`config.mk`:
```
export PLATFORM = sky130hd
export DESIGN_NAME = tcb_lib_register_response
export DESIGN_NICKNAME = d
export VERILOG_FILES = /design/src/rtl/tcb_pkg.sv /design/src/rtl/tcb_lib_rsp_track.sv /design/src/rtl/tcb_lib_register_response.sv
export SDC_FILE = /design/constraint.sdc
export NUM_CORES = 1
export LEC_CHECK = 0
export BUFFER_PORTS_ARGS = -buffer_cell sky130_fd_sc_hd__buf_4
export CAP_MARGIN = 20
export CORE_AREA = 2 2 84 86
export DETAILED_ROUTE_END_ITERATION = 12
export DIE_AREA = 0 0 86 88
export PLACE_DENSITY = 0.66
export SLEW_MARGIN = 20
export SYNTH_ARGS = -nofsm -noshare
export SYNTH_HDL_FRONTEND = slang
export SYNTH_HIERARCHICAL = 1
export SYNTH_SLANG_ARGS = --single-unit
```
`constraint.sdc`:
```
create_clock -name clk -period 2.5 [get_ports clk]
set_clock_uncertainty 0.2 [all_clocks]
set_input_delay 0.125 -clock clk [delete_from_list [all_inputs] [get_ports clk]]
set_output_delay 0.125 -clock clk [all_outputs]
set_load 0.005 [all_outputs]
```
`src/rtl/tcb_pkg.sv`:
```
// -----------------------------------------------------------------------------
// tcb_pkg
// Shared helpers for the tcb_lib_* register slices.
//   tcb_cnt_w    : width of an outstanding-transfer counter for a given delay
//                  (the count can reach DLY+1, plus headroom for DLY+2).
//   tcb_ben_mask : zero every byte lane of a read data word whose byte enable
//                  is low. Works on the widest supported bus; callers
//                  zero-extend their operands and truncate the result.
// -----------------------------------------------------------------------------
package tcb_pkg;

    localparam int unsigned TCB_MAX_DBW = 256;
    localparam int unsigned TCB_MAX_BEW = 32;

    function automatic int unsigned tcb_cnt_w(input int unsigned dly);
        return $clog2(dly + 3);
    endfunction

    function automatic logic [TCB_MAX_DBW-1:0] tcb_ben_mask(
        input logic [TCB_MAX_DBW-1:0] rdt,
        input logic [TCB_MAX_BEW-1:0] ben,
        input int unsigned            slw
    );
        logic [TCB_MAX_DBW-1:0]         m;
        logic [$clog2(TCB_MAX_DBW)-1:0] bit_i;
        logic [$clog2(TCB_MAX_BEW)-1:0] lane_i;
        m = '0;
        for (int unsigned i = 0; i < TCB_MAX_DBW; i++) begin
            bit_i  = ($clog2(TCB_MAX_DBW))'(i);
            lane_i = ($clog2(TCB_MAX_BEW))'(i / slw);
            if (ben[lane_i]) m[bit_i] = rdt[bit_i];
        end
        return m;
    endfunction

endpackage

```
`src/rtl/tcb_lib_rsp_track.sv`:
```
// -----------------------------------------------------------------------------
// tcb_lib_rsp_track
// Tracks transfers through a response pipeline of depth DLY and counts the
// transfers that have not yet been answered on the upstream side (DLY+1).
// Ports:
//   clk, rst   clock, synchronous active-high reset
//   i_trn      upstream transfer (vld & rdy) this cycle
//   i_wen      write enable of the transfer
//   i_ben      byte enables of the transfer
//   o_rsp_d    downstream response cycle (DLY cycles after the transfer)
//   o_wen_d    write enable belonging to o_rsp_d
//   o_ben_d    byte enables belonging to o_rsp_d
//   o_cnt      number of outstanding transfers
// -----------------------------------------------------------------------------
module tcb_lib_rsp_track
    import tcb_pkg::*;
#(
    parameter int unsigned BEW  = 4,
    parameter int unsigned DLY  = 1,
    parameter int unsigned CNTW = tcb_cnt_w(DLY)
) (
    input  logic            clk,
    input  logic            rst,
    input  logic            i_trn,
    input  logic            i_wen,
    input  logic [BEW-1:0]  i_ben,
    output logic            o_rsp_d,
    output logic            o_wen_d,
    output logic [BEW-1:0]  o_ben_d,
    output logic [CNTW-1:0] o_cnt
);

    logic [DLY:0]    r_trn;
    logic [CNTW-1:0] r_cnt;
    logic            w_rsp_u;

    // Shift in from the bottom; the truncating cast drops the oldest stage.
    always_ff @(posedge clk) begin
        if (rst) r_trn <= '0;
        else     r_trn <= (DLY+1)'({r_trn, i_trn});
    end

    // Upstream response is one stage past the downstream one.
    assign w_rsp_u = r_trn[DLY];

    // wen/ben are only needed up to the downstream response stage, so their
    // pipes stop one stage short of the trn pipe.
    generate
        if (DLY == 0) begin : g_dly0
            assign o_rsp_d = i_trn;
            assign o_wen_d = i_wen;
            assign o_ben_d = i_ben;
        end else begin : g_dlyn
            logic [DLY-1:0]          r_wen;
            logic [DLY-1:0][BEW-1:0] r_ben;
            always_ff @(posedge clk) begin
                r_wen <= DLY'({r_wen, i_wen});
                r_ben <= (DLY*BEW)'({r_ben, i_ben});
            end
            assign o_rsp_d = r_trn[DLY-1];
            assign o_wen_d = r_wen[DLY-1];
            assign o_ben_d = r_ben[DLY-1];
        end
    endgenerate

    always_ff @(posedge clk) begin
        if (rst) begin
            r_cnt <= '0;
        end else begin
            case ({i_trn, w_rsp_u})
                2'b10:   r_cnt <= r_cnt + CNTW'(1);
                2'b01:   r_cnt <= r_cnt - CNTW'(1);
                default: r_cnt <= r_cnt;
            endcase
        end
    end

    assign o_cnt = r_cnt;

endmodule

```
`src/rtl/tcb_lib_register_response.sv`:
```
// -----------------------------------------------------------------------------
// tcb_lib_register_response
// Register slice on the TCB response path. Requests and handshake pass
// straight through; read data and error are registered, so the upstream side
// sees a response delay of DLY+1 while the downstream side runs at DLY.
// Read data lanes are zeroed where ben is low, and writes return zero data.
// Ports:
//   clk, rst        clock, synchronous active-high reset
//   i_sub_* / o_sub_*  upstream (manager-facing) TCB, delay DLY+1
//   o_man_* / i_man_*  downstream (subordinate-facing) TCB, delay DLY
//   o_idl           high when no transfer is outstanding
// Build option: TCB_LIB_RSP_HOLD_EN -- when defined, rdt/err load only in
// downstream response cycles and hold in between; otherwise they load every
// cycle and read zero outside response cycles.
// -----------------------------------------------------------------------------
module tcb_lib_register_response
    import tcb_pkg::*;
#(
    parameter int unsigned ABW = 32,
    parameter int unsigned DBW = 32,
    parameter int unsigned SLW = 8,
    parameter int unsigned DLY = 1
) (
    input  logic               clk,
    input  logic               rst,
    // upstream side
    input  logic               i_sub_vld,
    output logic               o_sub_rdy,
    input  logic               i_sub_rpt,
    input  logic               i_sub_lck,
    input  logic               i_sub_wen,
    input  logic [ABW-1:0]     i_sub_adr,
    input  logic [DBW/SLW-1:0] i_sub_ben,
    input  logic [DBW-1:0]     i_sub_wdt,
    output logic [DBW-1:0]     o_sub_rdt,
    output logic               o_sub_err,
    // downstream side
    output logic               o_man_vld,
    input  logic               i_man_rdy,
    output logic               o_man_rpt,
    output logic               o_man_lck,
    output logic               o_man_wen,
    output logic [ABW-1:0]     o_man_adr,
    output logic [DBW/SLW-1:0] o_man_ben,
    output logic [DBW-1:0]     o_man_wdt,
    input  logic [DBW-1:0]     i_man_rdt,
    input  logic               i_man_err,
    // status
    output logic               o_idl
);

    localparam int unsigned BEW  = DBW / SLW;
    localparam int unsigned CNTW = tcb_cnt_w(DLY);

    logic            w_trn;
    logic            w_rsp_d;
    logic            w_wen_d;
    logic [BEW-1:0]  w_ben_d;
    logic [CNTW-1:0] w_cnt;
    logic [DBW-1:0]  w_rdt_rsp;
    logic [DBW-1:0]  r_rdt;
    logic            r_err;

    // Request path: combinational, gated off while in reset.
    assign o_man_vld = i_sub_vld & ~rst;
    assign o_sub_rdy = i_man_rdy & ~rst;
    assign o_man_rpt = i_sub_rpt;
    assign o_man_lck = i_sub_lck;
    assign o_man_wen = i_sub_wen;
    assign o_man_adr = i_sub_adr;
    assign o_man_ben = i_sub_ben;
    assign o_man_wdt = i_sub_wdt;

    assign w_trn = i_sub_vld & o_sub_rdy;

    tcb_lib_rsp_track #(
        .BEW  (BEW),
        .DLY  (DLY),
        .CNTW (CNTW)
    ) u_trk (
        .clk     (clk),
        .rst     (rst),
        .i_trn   (w_trn),
        .i_wen   (i_sub_wen),
        .i_ben   (i_sub_ben),
        .o_rsp_d (w_rsp_d),
        .o_wen_d (w_wen_d),
        .o_ben_d (w_ben_d),
        .o_cnt   (w_cnt)
    );

    assign w_rdt_rsp = w_wen_d ? '0
                     : DBW'(tcb_ben_mask(TCB_MAX_DBW'(i_man_rdt),
                                         TCB_MAX_BEW'(w_ben_d), SLW));

    always_ff @(posedge clk) begin
        if (rst) begin
            r_rdt <= '0;
            r_err <= 1'b0;
        end
`ifdef TCB_LIB_RSP_HOLD_EN
        else if (w_rsp_d) begin
            r_rdt <= w_rdt_rsp;
            r_err <= i_man_err;
        end
`else
        else begin
            r_rdt <= w_rsp_d ? w_rdt_rsp : '0;
            r_err <= w_rsp_d & i_man_err;
        end
`endif
    end

    assign o_sub_rdt = r_rdt;
    assign o_sub_err = r_err;
    assign o_idl     = (w_cnt == '0);

endmodule

```
==> flow_metrics.env <==
export IMPL_status="completed"
export IMPL_period_needed_ps=2020
export IMPL_irDropWorstVdd_v=0.000219
export IMPL_design_area_um2=2440
export IMPL_timing_worst_setup_path_type="input port to flop"
export IMPL_crit_fanout=11
export IMPL_fin_ws_ps=477
export IMPL_post_cts_resized=0
export IMPL_timing_final_crit_share_pct=80.9
export IMPL_grt_first_pass_wirelength_um=5080
export IMPL_critical_path_arrival_ps=2050
export IMPL_synthesis_instances=164
export IMPL_cts_sink_count=42
export IMPL_timing_max_cap_violations=0
export IMPL_synth_top_cell_area_share_pct=47.2
export IMPL_routed_wire_length_per_instance_um=11.8
export IMPL_final_hold_viol_count=0
export IMPL_gp_routability_congestion=0.571
export IMPL_fp_dieH_um=88
export IMPL_insertion_delay_ps=280
export IMPL_placed_area_um2=1960
export IMPL_timing_critical_path_slowest_cell_delay_ps=530
export IMPL_num_cts_buffers=5
export IMPL_portBuffers=82
export IMPL_capture_point_of_the_critical_path="u_trk/o_cnt[1]"
export IMPL_cellLeakagePower_uw=0.00115
export IMPL_setup_repair_after_global_routing_missed_its_margin="no"
export IMPL_r2r_worst_path_cells=3
export IMPL_reg2reg_setup_slack_ps=1110
export IMPL_finalSetupTns_ps=0
export IMPL_yosys_register_bits=42
export IMPL_timing_rr_start="u_trk/r_trn[1]"
export IMPL_floorplan_core_area_um2=6640
export IMPL_logic_depth_of_the_worst_path_buffers_included=8
export IMPL_tightestPinTransition_ps=206
export IMPL_critical_path_slowest_cell="sky130_fd_sc_hd__dlygate4sd3_1"
export IMPL_cp_top_family="buffers and inverters"
export IMPL_grt_use_total_pct=8.88
export IMPL_io_pins=215
export IMPL_number_of_antenna_violations_at_the_first_check_in_global_routing=0
export IMPL_clockRootBuffer="sky130_fd_sc_hd__clkbuf_8"
export IMPL_startpoint_of_the_worst_hold_path="i_sub_adr[19]"
export IMPL_timing_hold_worst_class="input port to output port"
export IMPL_total_power_density_per_cell_area_nw_per_um2=494
export IMPL_drc=0
export IMPL_postRouteWirelength_um=3570
export IMPL_setup_violations_final=0
export IMPL_yosys_warnings=6
export IMPL_horizontal_extent_of_the_die_um=86
export IMPL_slew_viol_final=0
export IMPL_clock_slew_at_the_register_clock_pins_of_the_worst_setup_and_hold_paths_ps=80
export IMPL_final_nets=331
export IMPL_synth_sequential_area_ratio_pct=47.2
export IMPL_cts_root_to_sink_buffers=2
export IMPL_cp_num_buf_inv=3
export IMPL_dp_slack_ps=727
export IMPL_grt_pass1_vias=1135
export IMPL_post_synth_num_cell_types=16
export IMPL_via_count=1144
export IMPL_cts_repair_timing_setup_buffer_count=0
export IMPL_worst_setup_path_end_kind="flop"
export IMPL_avgViaCountPerCell=3.79
export IMPL_regToRegEndpoint="u_trk/o_cnt[1]"
export IMPL_largest_net_degree_at_the_start_of_global_routing=13
export IMPL_grt_overflow_total=0
export IMPL_drt_pre_antenna_iters=4
export IMPL_hpwlAfterDp_um=2590
export IMPL_critical_path_cell_chain="dlygate4sd3_1 -> buf_4 -> and2b_2 -> and2_1 -> inv_1 -> ha_1 -> or3_1 -> a21oi_1"
export IMPL_floorplan_die_area_um2=7570
export IMPL_setup_worst_path_start_class="input port"
export IMPL_drt_iter0_drc=13
export IMPL_hold_buffers=40
export IMPL_critPathLaunch="rst"
export IMPL_slew_headroom_pct=86.2
export IMPL_layout_core_utilization_pct=36.8
export IMPL_cell_area_after_synthesis_um2=1780
export IMPL_post_route_cells_drive_above_1_share_pct=57.7
export IMPL_area_delta_synth_final_pct=37.2
export IMPL_synth_top_cells_by_area="sky130_fd_sc_hd__dfxtp_1 (47%), sky130_fd_sc_hd__buf_4 (30%), sky130_fd_sc_hd__and2_2 (13%)"
export IMPL_synth_fp_nets=273
export IMPL_insertedDiodeCount=0
export IMPL_hold_slack_ps=50.0
export IMPL_drt_antenna_violating_nets=0
export IMPL_initial_core_utilization_pct=26.8
export IMPL_fillers=686
export IMPL_tritoncts="done"
export IMPL_rows=30
export IMPL_synth_top_cell_by_area="sky130_fd_sc_hd__dfxtp_1"
export IMPL_avgSynthCellArea_um2=10.9
export IMPL_max_freq_mhz=494
export IMPL_worstPathRequired_ps=2520
export IMPL_htree_num_levels=2
==> layout by cell type, fill, tap and decap left out <==
cell,Yosys,layout
sky130_fd_sc_hd__xor2_1,1,1
sky130_fd_sc_hd__ha_1,1,1
sky130_fd_sc_hd__dfxtp_1,42,42
sky130_fd_sc_hd__a21oi_1,1,1
sky130_fd_sc_hd__buf_4,71,82
sky130_fd_sc_hd__and2_2,32,32
sky130_fd_sc_hd__or3_1,1,1
sky130_fd_sc_hd__nor2_1,3,3
sky130_fd_sc_hd__and3b_2,1,1
sky130_fd_sc_hd__nor2b_1,1,1
sky130_fd_sc_hd__inv_1,1,1
sky130_fd_sc_hd__dlygate4sd3_1,0,40
sky130_fd_sc_hd__clkbuf_8,0,5
sky130_fd_sc_hd__and2b_2,2,2
sky130_fd_sc_hd__o21ai_0,1,1
sky130_fd_sc_hd__and4bb_4,4,4
sky130_fd_sc_hd__xnor2_1,1,1
sky130_fd_sc_hd__and2_1,1,1
sky130_fd_sc_hd__clkinv_2,0,2
==> synthesized netlist by cell type <==
library cell and number:
sky130_fd_sc_hd__xnor2_1 1, sky130_fd_sc_hd__and4bb_4 4, sky130_fd_sc_hd__buf_4 71, sky130_fd_sc_hd__xor2_1 1, sky130_fd_sc_hd__nor2_1 3, sky130_fd_sc_hd__and2b_2 2, sky130_fd_sc_hd__inv_1 1, sky130_fd_sc_hd__ha_1 1
sky130_fd_sc_hd__and2_2 32, sky130_fd_sc_hd__a21oi_1 1, sky130_fd_sc_hd__or3_1 1, sky130_fd_sc_hd__and3b_2 1, sky130_fd_sc_hd__o21ai_0 1, sky130_fd_sc_hd__and2_1 1, sky130_fd_sc_hd__nor2b_1 1, sky130_fd_sc_hd__dfxtp_1 42
==> power by group <==
part           internal (µW)  switching, µW  total, µW
Combinational           99.9           29.0        129
Clock                    187            210        397
Sequential               677           4.77        682
Total                    964            244       1210
==> per-layer routing <==
layer,GRT usage [%],routed length (µm)
met1,7.38,1210
met2,16.5,1870
met3,3.68,398
met4,7.07,87
met5,0,0
==> layout make-up <==
cell class / count / area, µm² / share of cell area, %
clock buffer: 5 / 68.8 / 2.82
inverter: 1 / 3.75 / 0.154
tap: 80 / 100 / 4.10
multi-input combinational: 50 / 403 / 16.5
clock inverter: 2 / 10.0 / 0.410
sequential: 42 / 841 / 34.4
timing repair buffer: 122 / 1020 / 41.6
==> how the worst min path moves through the flow <==
| stage | end | slack (ps) | depth (start not counted) |
|---|---|---|---|
| floorplan | u_trk/o_ben_d[0] | -50 | 0 |
| global placement | u_trk/o_ben_d[2] | 40 | 1 |
| detailed placement | u_trk/o_ben_d[2] | 50 | 1 |
| CTS | o_man_adr[17] | 50 | 0 |
| global route | o_man_adr[27] | 50 | 0 |
| finish | o_man_adr[19] | 50 | 0 |
==> flip-flops by register name, summed over array words and instances (netlist names) <==
register       flops
u_trk/o_wen_d      1
o_sub_rdt         32
u_trk/o_cnt        2
o_sub_err          1
u_trk/o_ben_d      4
u_trk/r_trn        2
==> per-stage QoR <==
stage / total power [µW] / cells
floorplan: 802 / 164
global placement: 778 / 255
detailed placement: 779 / 255
CTS: 1240 / 302
global route: 1270 / 302
finish: 1210 / 302
==> logic make-up (layout without fill, tap and decap cells) <==
kind of cell | after synthesis | after routing | share of synthesized area [%]
AND/OR/NAND/NOR | 45 | 45 | 20.4
AO/OA/AOI/OAI | 2 | 2 | 0.562
flip-flops | 42 | 42 | 47.2
XOR/XNOR | 2 | 2 | 0.984
adder cells (fa/ha/maj) | 1 | 1 | 0.703
buffers and inverters | 72 | 130 | 30.1
Power figures use the tool's default switching activity.
